[config.mk]
export PLATFORM = sky130hd
export DESIGN_NAME = rv32_fetch
export DESIGN_NICKNAME = d
export VERILOG_FILES = /design/src/rtl/rv32_pkg.sv /design/src/rtl/rv32_fetch_fifo.sv /design/src/rtl/rv32_fetch.sv
export SDC_FILE = /design/constraint.sdc
export NUM_CORES = 1
export LEC_CHECK = 0
export ABC_AREA = 1
export CAP_MARGIN = 20
export CORE_MARGIN = 2
export CORE_UTILIZATION = 58
export DETAILED_ROUTE_END_ITERATION = 12
export PLACE_DENSITY = 0.86
export SLEW_MARGIN = 20
export SYNTH_ARGS = -nofsm -noshare
export SYNTH_HDL_FRONTEND = slang
export SYNTH_HIERARCHICAL = 1
export SYNTH_SLANG_ARGS = --single-unit
export TNS_END_PERCENT = 20
[constraint.sdc]
create_clock -name clock -period 6.7 [get_ports clock]
set_input_delay 0.67 -clock clock [delete_from_list [all_inputs] [get_ports clock]]
set_output_delay 0.67 -clock clock [all_outputs]
set_load 0.01 [all_outputs]
[src/rtl/rv32_pkg.sv]
// Shared RV32 types and constants used by the instruction-fetch slice.
package rv32_pkg;

    localparam int unsigned RV32_XLEN             = 32;
    localparam int unsigned RV32_DMEM_AW          = 13;
    localparam int unsigned RV32_FETCH_FIFO_DEPTH = 2;
    localparam int unsigned RV32_FETCH_CNT_W      = 2;

    typedef logic [RV32_XLEN-1:0]    rv32_data_t;
    typedef logic [RV32_DMEM_AW-1:0] rv32_dmem_addr_t;

    typedef struct packed {
        rv32_dmem_addr_t pc;
        rv32_data_t      instr;
    } rv32_fetch_entry_t;

endpackage

[src/rtl/rv32_fetch_fifo.sv]
// Two-entry fetch buffer of PC-tagged instructions with flush.
// Entry 0 is always the head, so the output needs no read mux.
module rv32_fetch_fifo
    import rv32_pkg::*;
(
    input  logic                        clock,
    input  logic                        reset,
    input  logic                        push,
    input  rv32_fetch_entry_t           din,
    input  logic                        pop,
    input  logic                        flush,
    output rv32_fetch_entry_t           head,
    output logic [RV32_FETCH_CNT_W-1:0] count
);

    rv32_fetch_entry_t               entry_q [RV32_FETCH_FIFO_DEPTH];
    logic [RV32_FETCH_CNT_W-1:0]     count_q;

    always_ff @(posedge clock or posedge reset) begin
        if (reset) begin
            entry_q[0] <= '0;
            entry_q[1] <= '0;
            count_q    <= '0;
        end else if (flush) begin
            count_q <= '0;
        end else begin
            unique case ({push, pop})
                2'b10: begin
                    if (count_q == '0) entry_q[0] <= din;
                    else               entry_q[1] <= din;
                    count_q <= count_q + RV32_FETCH_CNT_W'(1);
                end
                2'b01: begin
                    entry_q[0] <= entry_q[1];
                    count_q    <= count_q - RV32_FETCH_CNT_W'(1);
                end
                2'b11: begin
                    // Simultaneous push/pop keeps occupancy; only the head shifts.
                    if (count_q == RV32_FETCH_CNT_W'(RV32_FETCH_FIFO_DEPTH)) begin
                        entry_q[0] <= entry_q[1];
                        entry_q[1] <= din;
                    end else begin
                        entry_q[0] <= din;
                    end
                end
                default: ;
            endcase
        end
    end

    assign head  = entry_q[0];
    assign count = count_q;

    // The issue rule upstream must never let a push land on a full buffer.
    overflow_chk: assert property (@(posedge clock) disable iff (reset)
        !(push && !pop && !flush &&
          count_q == RV32_FETCH_CNT_W'(RV32_FETCH_FIFO_DEPTH)));

endmodule

[src/rtl/rv32_fetch.sv]
// Instruction-fetch stage: PC, issue into 1-cycle-latency imem, 2-entry output buffer.
// Define RV32_FETCH_PERF_EN to add stall and redirect performance counters.
module rv32_fetch
    import rv32_pkg::*;
#(
    parameter rv32_dmem_addr_t RESET_PC   = 13'h0000,
    parameter int unsigned     FIFO_DEPTH = RV32_FETCH_FIFO_DEPTH
) (
    input  logic            clock,
    input  logic            reset,
    output rv32_dmem_addr_t imem_rdaddress,
    input  rv32_data_t      imem_q,
    input  logic            redirect_valid,
    input  rv32_dmem_addr_t redirect_pc,
    output logic            instr_valid,
    input  logic            instr_ready,
    output rv32_data_t      instr,
    output rv32_dmem_addr_t instr_pc
`ifdef RV32_FETCH_PERF_EN
    ,
    output logic [31:0]     perf_stall_cnt,
    output logic [31:0]     perf_redirect_cnt
`endif
);

    localparam int unsigned OCC_W = 3;

    rv32_dmem_addr_t             pc_q;
    rv32_dmem_addr_t             pc_prev_q;
    logic                        inflight_q;
    logic                        pop;
    logic                        issue;
    logic [OCC_W-1:0]            occ;
    logic [RV32_FETCH_CNT_W-1:0] count;
    rv32_fetch_entry_t           push_entry;
    rv32_fetch_entry_t           head;

    // Occupancy after this edge if nothing new were issued; leave room for one more.
    assign pop   = instr_valid & instr_ready;
    assign occ   = OCC_W'(count) + OCC_W'(inflight_q) - OCC_W'(pop);
    assign issue = !redirect_valid && (occ <= OCC_W'(FIFO_DEPTH - 1));

    always_ff @(posedge clock or posedge reset) begin
        if (reset) begin
            pc_q       <= RESET_PC;
            pc_prev_q  <= '0;
            inflight_q <= 1'b0;
        end else begin
            inflight_q <= issue;
            if (redirect_valid) begin
                pc_q <= redirect_pc;
            end else if (issue) begin
                pc_q      <= pc_q + RV32_DMEM_AW'(1);
                pc_prev_q <= pc_q;
            end
        end
    end

    assign push_entry = '{pc: pc_prev_q, instr: imem_q};

    rv32_fetch_fifo u_fifo (
        .clock (clock),
        .reset (reset),
        .push  (inflight_q),
        .din   (push_entry),
        .pop   (pop),
        .flush (redirect_valid),
        .head  (head),
        .count (count)
    );

    assign imem_rdaddress = pc_q;
    assign instr_valid    = (count != '0);
    assign instr          = head.instr;
    assign instr_pc       = head.pc;

`ifdef RV32_FETCH_PERF_EN
    // Saturating event counters.
    always_ff @(posedge clock or posedge reset) begin
        if (reset) begin
            perf_stall_cnt    <= '0;
            perf_redirect_cnt <= '0;
        end else begin
            if (instr_valid && !instr_ready && perf_stall_cnt != '1)
                perf_stall_cnt <= perf_stall_cnt + 32'd1;
            if (redirect_valid && perf_redirect_cnt != '1)
                perf_redirect_cnt <= perf_redirect_cnt + 32'd1;
        end
    end
`endif

endmodule

==> results of run 1 <==
## cell usage after synthesis
cell	number	area, um2
buf_1	2	7.51
buf_2	12	60.1
buf_4	51	383
buf_8	3	45.0
clkbuf_1	18	67.6
dfrtp_1	119	2980
fa_1	1	20.0
ha_1	3	37.5
inv_1	120	450
inv_2	2	7.51
nand2_1	206	773
nand2_2	4	25.0
nand2_4	1	11.3
nand3_1	165	826
nand3_2	2	20.0
nand3_4	1	17.5
nand4_1	5	31.3
nor2_1	7	26.3
nor2_2	5	31.3
nor2_8	1	20.0
o211ai_1	1	7.51
o21a_1	12	90.1
o21ai_0	55	275
xnor2_1	2	17.5
xor2_1	2	17.5
## worst max-delay path, delay by kind of cell
family | cells | cell delay (ns)
buf+inv | 2 | 1.33
simple gates | 4 | 2.00
## state kept, by name, indices dropped and copies added, names as in the netlist
name	count
u_fifo/entry_q	45
u_fifo/head	45
imem_rdaddress	13
pc_prev_q	13
u_fifo/count	2
inflight_q	1
## metal layers
layer | GRT usage [%] | up-vias
li1 | - | 2556
met1 | 36.6 | 2590
met2 | 44.3 | 308
met3 | 5.81 | 38
met4 | 9.89 | 0
met5 | 0 | -
## power by group through the flow
stage	clock network, uW	registers [uW]	logic [uW]
3_3_place_gp	0	1300	1390
3_5_place_dp	0	1310	1460
2_1_floorplan	0	1250	1130
5_1_grt	945	1350	1670
6_report	904	1310	1500
4_1_cts	908	1310	1490
## worst min-delay path by stage
stage / start / cells past startpoint / end / slack, ns
floorplan: u_fifo/entry_q[0] / 2 / u_fifo/entry_q[0] / 0.45
global placement: u_fifo/entry_q[37] / 2 / u_fifo/entry_q[37] / 0.47
detailed placement: u_fifo/entry_q[4] / 2 / u_fifo/entry_q[4] / 0.47
CTS: u_fifo/entry_q[4] / 2 / u_fifo/entry_q[4] / 0.49
global route: pc_prev_q[8] / 1 / pc_prev_q[8] / 0.50
finish: u_fifo/entry_q[35] / 2 / u_fifo/entry_q[35] / 0.49
## layout make-up
class                           instances  area, um2
Clock buffer                           17        414
Tap cell                              136        170
Inverter                              122        459
Sequential cell                       119       2980
Fill cell                             747       2830
Timing Repair Buffer                  109       1090
Clock inverter                         15        179
Multi-Input combinational cell        473       2250
## metrics by stage
step	area, um2	std cells	total power, uW	hold slack (ns)
floorplan	6250	800	2380	0.453
global placement	6940	959	2690	0.467
detailed placement	6940	959	2770	0.474
CTS	7540	991	3710	0.487
global route	7540	991	3960	0.500
finish	7540	991	3720	0.486
## kinds of logic after synthesis
kind of cell | Yosys count | synth area share, %
flip-flops | 119 | 47.7
AND/OR/NAND/NOR | 397 | 28.5
XOR/XNOR | 4 | 0.561
AO/OA/AOI/OAI | 68 | 5.97
adder cells (fa/ha/maj) | 4 | 0.922
buffers and inverters | 208 | 16.3
==> metrics.md, run 1 <==
| Metric | Value |
|---|---|
| Initial core utilization | 60.2% |
| First-pass GRT wire length | 25000 um |
| CP max stage cell | clkdlybuf4s50_1 |
| Starting DRT DRC Count | 554 |
| Hpwl dp | approximately 9300 um |
| Leak pwr | 0.00383 uW |
| Clock tree sinks | roughly 120 |
| Max Slew Vio Count | 0 |
| CP required | approximately 7.1 ns |
| Vias/cell | roughly 5.5 |
| R2r startpoint | u_fifo/count[1] |
| Worst setup endpoint | u_fifo/head[21] |
| Register clock-pin slew on the reported worst setup and hold paths | ~0.050 ns |
| Worst Setup Slack post-DPL | 2.63 ns |
| Initial antenna violation count | 0 |
| Reg-to-reg endpoint | u_fifo/head[24] |
| Post-CTS sizing | 0 |
| Peak supply drop | roughly 0.29 mV |
| Crit path time final | between 3 and 4 ns |
| Crit path kind | in2reg |
| Area Growth Syn to Fin | 20.7% |
| Routability cong. | about 0.86 |
| Final-report hold violation count | 0 |
| Remaining DRCs | 0 |
| Synthesis-stage register bit count | 119 |
| Synth warnings | 6 |
| Post-route clock period utilization | ~55% |
| TritonCTS clock tree | yes |
| # diodes | 0 |
| Post-CTS Repair Setup Buffers | 0 |
| Avg WL per Cell | approximately 16 um |
| Metal2 WL | a little under 8000 um |
| Arrival time worst endpoint | 4.05 ns |
| Core area | 10400 um2 |
| Cell breakdown of the critical path | clkdlybuf4s50_1 > inv_1 > nand2_2 > nand2_2 > nand3_1 > nand2_1 |
| Worst setup SP type | primary input |
| DRT Wirelength | around 15000 um |
| Seq/Total Area, Yosys | between 40% and 50% |
| Share of cells above drive strength 1 | 6.20% |
| Setup TNS | 0 ns |
| Clk pwr share | 24.3% |
| WL met1 | between 6000 and 7000 um |
| Crit path from | redirect_valid |
| CTS buffer count | 17 |
| Commonest non-fill, non-tap cell in the layout | nand2_1 |
| Tightest Pin Transition | about 1.0 ns |
| P_sw | about 1400 uW |
| Vias in the first global route | about 5300 |
| P per Cell Area | a little under 500 nW/um2 |
| H-tree lvl count | 4 |
| Mapped cell area | ~6200 um2 |
| Clock Latency Late Sink | between 0.5 and 0.6 ns |
| Max-cap violations | 0 |
| Sw Share | between 30% and 40% |
| Nets | 895 |
| Flop pwr share | about a third |
| Syn Inst Count | 800 |
| I/O Pins | 108 |
| Most frequent cells in the layout | nand2_1 (205), nand3_1 (165), dfrtp_1 (119) |
| Largest stage delay on the critical path | 1.06 ns |
| Die W | around 110 um |
| Hold Path Class | reg2reg |
| Total grt overflow | 0 |
| Comb pwr share | 40.4% |
| Syn nets | about 850 |
| Max transition margin | roughly 30% |
| Clk_skew | around 0.009 ns |
| Top sig layer | met4 |
| R2r setup slk | around 3.4 ns |
| Number of buffers added on ports | roughly 110 |
| CTS Hold Buffers Added | 0 |
| All-Layer GR Usage | between 20% and 30% |
| Internal cell power | ~2300 uW |
| CP dominant cell by count | nand2_2 |
| CTS Buffer Depth | 2 |
| Number of routed nets with antenna violations | 0 |
| Die ar. | approximately 12000 um2 |
| Final Util | between 70% and 80% |
| Syn avg cell area | 7.81 um2 |
| Detailed-route via count | ~5500 |
| Reg2Reg Depth | 6 |
| Setup-failing EPs final | 0 |
| Final worst setup slack | 3.04 ns |
| Biggest fanout along the worst timing path | 46 |
| CP endpoint kind | flop |
| Largest net degree at the start of global routing | 67 |
| Row cnt | 37 |
| Outcome | finished clean |
| 1st-pass router iterations | 5 |
| Setup repair after global routing missed its margin | false |
| Clock Root Buffer | clkbuf_8 |
| Max frequency | 273 MHz |
| Cell variety after synth | 25 |
| Routed met3 length | roughly 1200 um |
| Die height | 108 um |
(Power assumes the default switching activity.)
==> inputs of run 2 (changes only) <==
CORE_UTILIZATION = 48   (was 58)
PLACE_DENSITY = 0.76   (was 0.86)
clock period = 3 ns   (was 6.7 ns; I/O delays follow)
==> run 2 against run 1 <==
  * Sequential power up 120%
  * Flip-flop and latch count unchanged
  * Cell area up 2.1%
  * Combinational power up 120%
  * Highest routed layer unchanged
  * Worst setup slack worse by 2.6 ns
  * Clock power up 120%
  * Critical path depth up 5
  * Total power up 120%
  * Largest cell class unchanged
  * Wire length down 10%
==> metrics.md, run 2 (synthesis results as in run 1) <==
| Metric | Value |
|---|---|
| Outcome | finished clean |
| Final Util | 60.7% (-12 points) |
| Largest net degree at the start of global routing | 91 (+36%) |
| Post-route clock period utilization | 86.7% |
| Clk_skew | 0.00666 ns (-0.00236 ns) |
| Worst setup SP type | flop |
| R2r startpoint | u_fifo/count[1] |
| Number of routed nets with antenna violations | 0 (unchanged) |
| Internal cell power | 5210 uW (+130%) |
| Max transition margin | 50.8% (+21 points) |
| Reg2Reg Depth | 11 (+5) |
| R2r setup slk | 0.40 ns (-2.98 ns) |
| Sw Share | 36.5% (-2.1 points) |
| Register clock-pin slew on the reported worst setup and hold paths | 0.05 ns (about the same) |
| Max-cap violations | 0 (unchanged) |
| Max frequency | around 380 MHz |
| Nets | 908 (+1.5%) |
| Arrival time worst endpoint | 2.90 ns (-1.15 ns) |
| Avg WL per Cell | 13.3 um (-15%) |
| I/O Pins | 108 (unchanged) |
| Clock tree sinks | 119 (unchanged) |
| H-tree lvl count | 4 (unchanged) |
| Post-CTS sizing | 0 (unchanged) |
| Flop pwr share | 35.1% (-0.2 points) |
| Routability cong. | 0.858 (+0.25%) |
| # diodes | 0 (unchanged) |
| Comb pwr share | 40.4% (about the same) |
| Max Slew Vio Count | 0 (unchanged) |
| Vias/cell | 4.97 (-10%) |
| Hold Path Class | in2async |
| Tightest Pin Transition | 0.738 ns (-0.307 ns) |
| Clk pwr share | 24.5% (+0.2 points) |
| CTS Hold Buffers Added | 0 (unchanged) |
| Share of cells above drive strength 1 | 7.03% (+0.83 points) |
| Setup repair after global routing missed its margin | false |
| DRT Wirelength | 13800 um (-10%) |
| Crit path time final | about 2.6 ns |
| Total grt overflow | 0 (unchanged) |
| Starting DRT DRC Count | 495 (-11%) |
| Die height | 118 um (+9.6%) |
| 1st-pass router iterations | 5 (unchanged) |
| # fillers | 1140 (+53%) |
| Number of buffers added on ports | 107 (unchanged) |
| TritonCTS clock tree | yes |
| Vias in the first global route | 5103 (-3.9%) |
| Reg-to-reg endpoint | imem_rdaddress[1] |
| Clock Latency Late Sink | 0.41 ns (-0.11 ns) |
| Die ar. | 13900 um2 (+20%) |
| Clock Root Buffer | clkbuf_16 |
| Initial core utilization | 49.3% (-11 points) |
| Hpwl dp | 8690 um (-6.9%) |
| Crit path kind | reg2reg |
| Row cnt | 41 (+11%) |
| Die W | 118 um (+9.6%) |
| Remaining DRCs | 0 (unchanged) |
| Leak pwr | 0.00391 uW (+2.1%) |
| CP endpoint kind | flop |
| Setup-failing EPs final | 0 (unchanged) |
| CTS buffer count | 17 (unchanged) |
| Most frequent cells in the layout | nand2_1 (205), nand3_1 (165), inv_1 (119), dfrtp_1 (119), clkdlybuf4s50_1 (107) |
| Commonest non-fill, non-tap cell in the layout | nand2_1 |
| Detailed-route via count | 5167 (-5.9%) |
| First-pass GRT wire length | 24100 um (-3.6%) |
| Core area | 12700 um2 (+22%) |
| All-Layer GR Usage | 21.2% (-6.2 points) |
| Setup TNS | 0 ns (unchanged) |
| Peak supply drop | 0.453 mV (+58%) |
| Area Growth Syn to Fin | 23.2% |
| P_sw | 3000 uW (+110%) |
| CTS Buffer Depth | 2 (unchanged) |
| P per Cell Area | 1070 nW/um2 (+120%) |
| Post-CTS Repair Setup Buffers | 0 (unchanged) |
| Biggest fanout along the worst timing path | 11 (-76%) |
| Final-report hold violation count | 0 (unchanged) |
| Initial antenna violation count | 0 (unchanged) |
| CP required | 3.30 ns (-3.79 ns) |
run 2: changes by cell type in the layout (fill, tap and decap cells not counted), sizes merged:
cell | before | now
inv | 123 | 122
clkinvlp | 4 | 1
buf | 2 | 15
clkinv | 7 | 6
clkbuf | 17 | 22
run 2: worst max-delay path by stage:
stage	slack, ns	endpoint	startpoint	cells after the start
6_report	0.40	imem_rdaddress[1]	u_fifo/count[1]	11
5_1_grt	0.19	imem_rdaddress[6]	u_fifo/count[1]	12
4_1_cts	0.41	imem_rdaddress[1]	u_fifo/count[1]	11
3_5_place_dp	0.26	imem_rdaddress[1]	instr_ready	12
3_3_place_gp	0.32	imem_rdaddress[1]	instr_ready	12
2_1_floorplan	0.31	u_fifo/count[0]	reset	1
run 2: power groups by stage:
stage	sequential, uW	clock [uW]	combinational, uW
floorplan	2780	0	2530
global placement	2870	0	3230
detailed placement	2900	0	3310
CTS	2880	2050	3340
global route	3000	2120	3750
finish	2880	2010	3320
run 2: layout make-up:
| type | count | area (um2) | area share (%) |
|---|---|---|---|
| sequential | 119 | 2980 | 38.7 |
| clock buffer | 22 | 454 | 5.90 |
| multi-input combinational | 473 | 2250 | 29.2 |
| timing repair buffer | 122 | 1210 | 15.7 |
| tap | 172 | 215 | 2.80 |
| clock inverter | 10 | 128 | 1.66 |
| inverter | 122 | 460 | 5.98 |
run 2: per-stage QoR:
stage          instances  setup WS (ns)  power, uW  instance area [um2]  hold WS, ns
4_1_cts             1040          0.411       8270                 7690        0.352
3_3_place_gp        1008          0.318       6100                 7110        0.465
2_1_floorplan        800          0.308       5310                 6250        0.353
5_1_grt             1040          0.190       8880                 7690        0.391
3_5_place_dp        1008          0.259       6210                 7110        0.473
6_report            1040          0.398       8210                 7690        0.361
run 2: metal layers:
metal	GRT usage, %	vias up	wire length (um)
met5	0	-	0
met4	7.53	0	139
met2	32.6	176	6350
met3	5.43	18	797
met1	29.1	2388	6510
li1	-	2585	-
run 2: worst max-delay path: stages, from the launching register on:
cell and delay (ns):
dfrtp_1 0.46, o21a_1 0.23, ha_1 0.29, inv_1 0.04
ha_1 0.18, fa_1 0.42, inv_1 0.10, nand3_4 0.10
buf_4 0.19, nand2_1 0.22, o21ai_0 0.14, o21a_1 0.12
==> inputs of run 3 (changes only) <==
CORE_UTILIZATION = 35   (was 48)
PLACE_DENSITY = default   (was 0.76)
clock period = 3.1 ns   (was 3 ns; I/O delays follow)
==> run 3 against run 2 <==
  * Critical path depth stayed put
  * Maximum frequency is 2.4% lower
  * Clock power hardly changed
  * Count of clock-buffer cells in the layout is 1 higher
  * Critical endpoint is now pc_prev_q[2]
  * Sequential power is 4% lower
  * Non-clock buffer count is 3 lower
  * Sequential share of layout area is 0.35 points lower
  * Flip-flop and latch count stayed put
==> metrics.md, run 3 (synthesis results as in run 1) <==
| Metric | Value |
|---|---|
| Max transition margin | 58.2% (+7.4 points) |
| Crit path from | u_fifo/count[1] |
| Vias in the first global route | 4865 (-4.7%) |
| Share of cells above drive strength 1 | 6.83% (-0.20 points) |
| CTS Hold Buffers Added | 0 (unchanged) |
| R2r setup slk | 0.43 ns (+0.04 ns) |
| Hpwl dp | 8950 um (+2.9%) |
| Final-report hold violation count | 0 (unchanged) |
| Detailed-route via count | 4986 (-3.5%) |
| Initial antenna violation count | 0 (unchanged) |
| Comb pwr share | 39.7% (-0.7 points) |
| Die ar. | 18900 um2 (+36%) |
| Core area | 17400 um2 (+37%) |
| Sw Share | 36.1% (-0.42 points) |
| Peak supply drop | 0.412 mV (-9.1%) |
| Worst setup SP type | flop |
| Clk pwr share | 25.4% (+0.9 points) |
| Leak pwr | 0.00390 uW (-0.19%) |
| Die W | 138 um (+17%) |
| Nets | 905 (-0.33%) |
| Most frequent cells in the layout | nand2_1 (205), nand3_1 (165), inv_1 (119), dfrtp_1 (119), clkdlybuf4s50_1 (107) |
| Remaining DRCs | 0 (unchanged) |
| Worst path top cell family by delay | adder cells |
| CTS Buffer Depth | 2 (unchanged) |
| Clock Latency Late Sink | 0.41 ns (about the same) |
| P_sw | 2870 uW (-4.3%) |
| Starting DRT DRC Count | 293 (-41%) |
| Outcome | finished clean |
| R2r startpoint | u_fifo/count[1] |
| All-Layer GR Usage | 16.5% (-4.7 points) |
| CTS buffer count | 17 (unchanged) |
| Vias/cell | 4.58 (-7.8%) |
| Crit path kind | reg2reg |
| Max Slew Vio Count | 0 (unchanged) |
| Number of routed nets with antenna violations | 0 (unchanged) |
| Row cnt | 48 (+17%) |
| # diodes | 0 (unchanged) |
| Initial core utilization | 36.0% (-13 points) |
| Largest stage delay on the critical path | 0.46 ns (about the same) |
| Max frequency | 375 MHz (-2.4%) |
| Setup-failing EPs final | 0 (unchanged) |
| 1st-pass router iterations | 4 (-1) |
| # fillers | 1773 (+56%) |
| Clock tree sinks | 119 (unchanged) |
| P per Cell Area | 1020 nW/um2 (-4.1%) |
| Die height | 138 um (+17%) |
| Clk_skew | 0.00823 ns (+0.00156 ns) |
| Largest net degree at the start of global routing | 59 (-35%) |
| Hold Path Class | in2async |
| I/O Pins | 108 (unchanged) |
| Clock Root Buffer | clkbuf_16 |
| Tightest Pin Transition | 0.626 ns (-0.112 ns) |
| Post-route clock period utilization | 86.0% (-0.71 points) |
| Total grt overflow | 0 (unchanged) |
| Internal cell power | 5080 uW (-2.6%) |
| First-pass GRT wire length | 24500 um (+1.5%) |
| Arrival time worst endpoint | 3.02 ns (+0.12 ns) |
| CP endpoint kind | flop |
| Critical path buffers and inverters | 3 (unchanged) |
| Cell breakdown of the critical path | o21a_1 > ha_1 > inv_1 > ha_1 > fa_1 > inv_1 > nand3_4 > nor2_8 > buf_4 > nand2_1 > nand2_1 |
| Number of buffers added on ports | 107 (unchanged) |
| CP max stage cell | dfrtp_1 |
| Max-cap violations | 0 (unchanged) |
| DRT Wirelength | 14200 um (+3.2%) |
| CP required | 3.45 ns (+0.15 ns) |
| Area Growth Syn to Fin | 24.3% |
| Setup TNS | 0 ns (unchanged) |
| Setup repair after global routing missed its margin | false |
| Biggest fanout along the worst timing path | 32 (+21) |
| Crit path time final | 2.67 ns (+0.0647 ns) |
| Avg WL per Cell | 13.1 um (-1.5%) |
| Register clock-pin slew on the reported worst setup and hold paths | 0.05 ns (about the same) |
| Post-CTS Repair Setup Buffers | 0 (unchanged) |
| Post-CTS sizing | 0 (unchanged) |
| H-tree lvl count | 4 (unchanged) |
| Flop pwr share | 34.9% (-0.2 points) |
| Commonest non-fill, non-tap cell in the layout | nand2_1 |
| Routability cong. | 0.745 (-13%) |
| TritonCTS clock tree | yes |
| Final Util | 44.7% (-16 points) |
==> run 3: cell types whose count changed in the layout (fill, tap and decap cells not counted) <==
cell,change
clkbuf_8,+3
buf_4,-3
clkinv_2,-3
clkinvlp_4,+1
clkbuf_1,-2
==> run 3: through the flow <==
stage	setup slack, ns	cell area [um2]	total power, uW	cells	hold WS (ns)
4_1_cts	0.414	7760	8060	1089	0.358
3_3_place_gp	0.311	7160	5940	1058	0.466
6_report	0.433	7760	7950	1089	0.348
5_1_grt	0.240	7760	8660	1089	0.405
2_1_floorplan	0.398	6250	5140	800	0.363
3_5_place_dp	0.229	7160	5990	1058	0.473
==> run 3: worst register-to-register path: stages (launching register included) <==
cell and delay (ns):
dfrtp_1 0.46, o21a_1 0.23, ha_1 0.28, inv_1 0.04, ha_1 0.19, fa_1 0.43
inv_1 0.10, nand3_4 0.18, nor2_8 0.39, buf_4 0.20, nand2_1 0.04, nand2_1 0.07
==> run 3: power groups by stage <==
| stage | sequential (uW) | clock (uW) | combinational [uW] |
|---|---|---|---|
| 6_report | 2770 | 2020 | 3160 |
| 5_1_grt | 2870 | 2150 | 3630 |
| 4_1_cts | 2780 | 2070 | 3210 |
| 3_5_place_dp | 2800 | 0 | 3200 |
| 3_3_place_gp | 2790 | 0 | 3150 |
| 2_1_floorplan | 2690 | 0 | 2440 |
==> run 3: final timing paths <==
kind,cells after the start,to
max in group asynchronous,3,u_fifo/head[34]
min in group clock,2,u_fifo/entry_q[34]
min,2,u_fifo/head[43]
max reg2reg,11,pc_prev_q[2]
min reg2reg,2,u_fifo/entry_q[34]
max,11,pc_prev_q[2]
==> run 3: final cells by class <==
cell class                 count  area [um2]  area share (%)
multi-input combinational    473        2250            29.0
clock buffer                  23         488            6.29
timing repair buffer         119        1190            15.3
clock inverter                 8         120            1.55
tap                          225         282            3.63
sequential                   119        2980            38.4
inverter                     122         460            5.93
==> run 3: per-layer routing <==
layer	vias to the layer above	wire length, um	GRT usage [%]
li1	2573	-	-
met1	2281	7000	23.0
met2	121	6430	25.4
met3	11	640	3.61
met4	0	159	5.67
met5	-	0	0
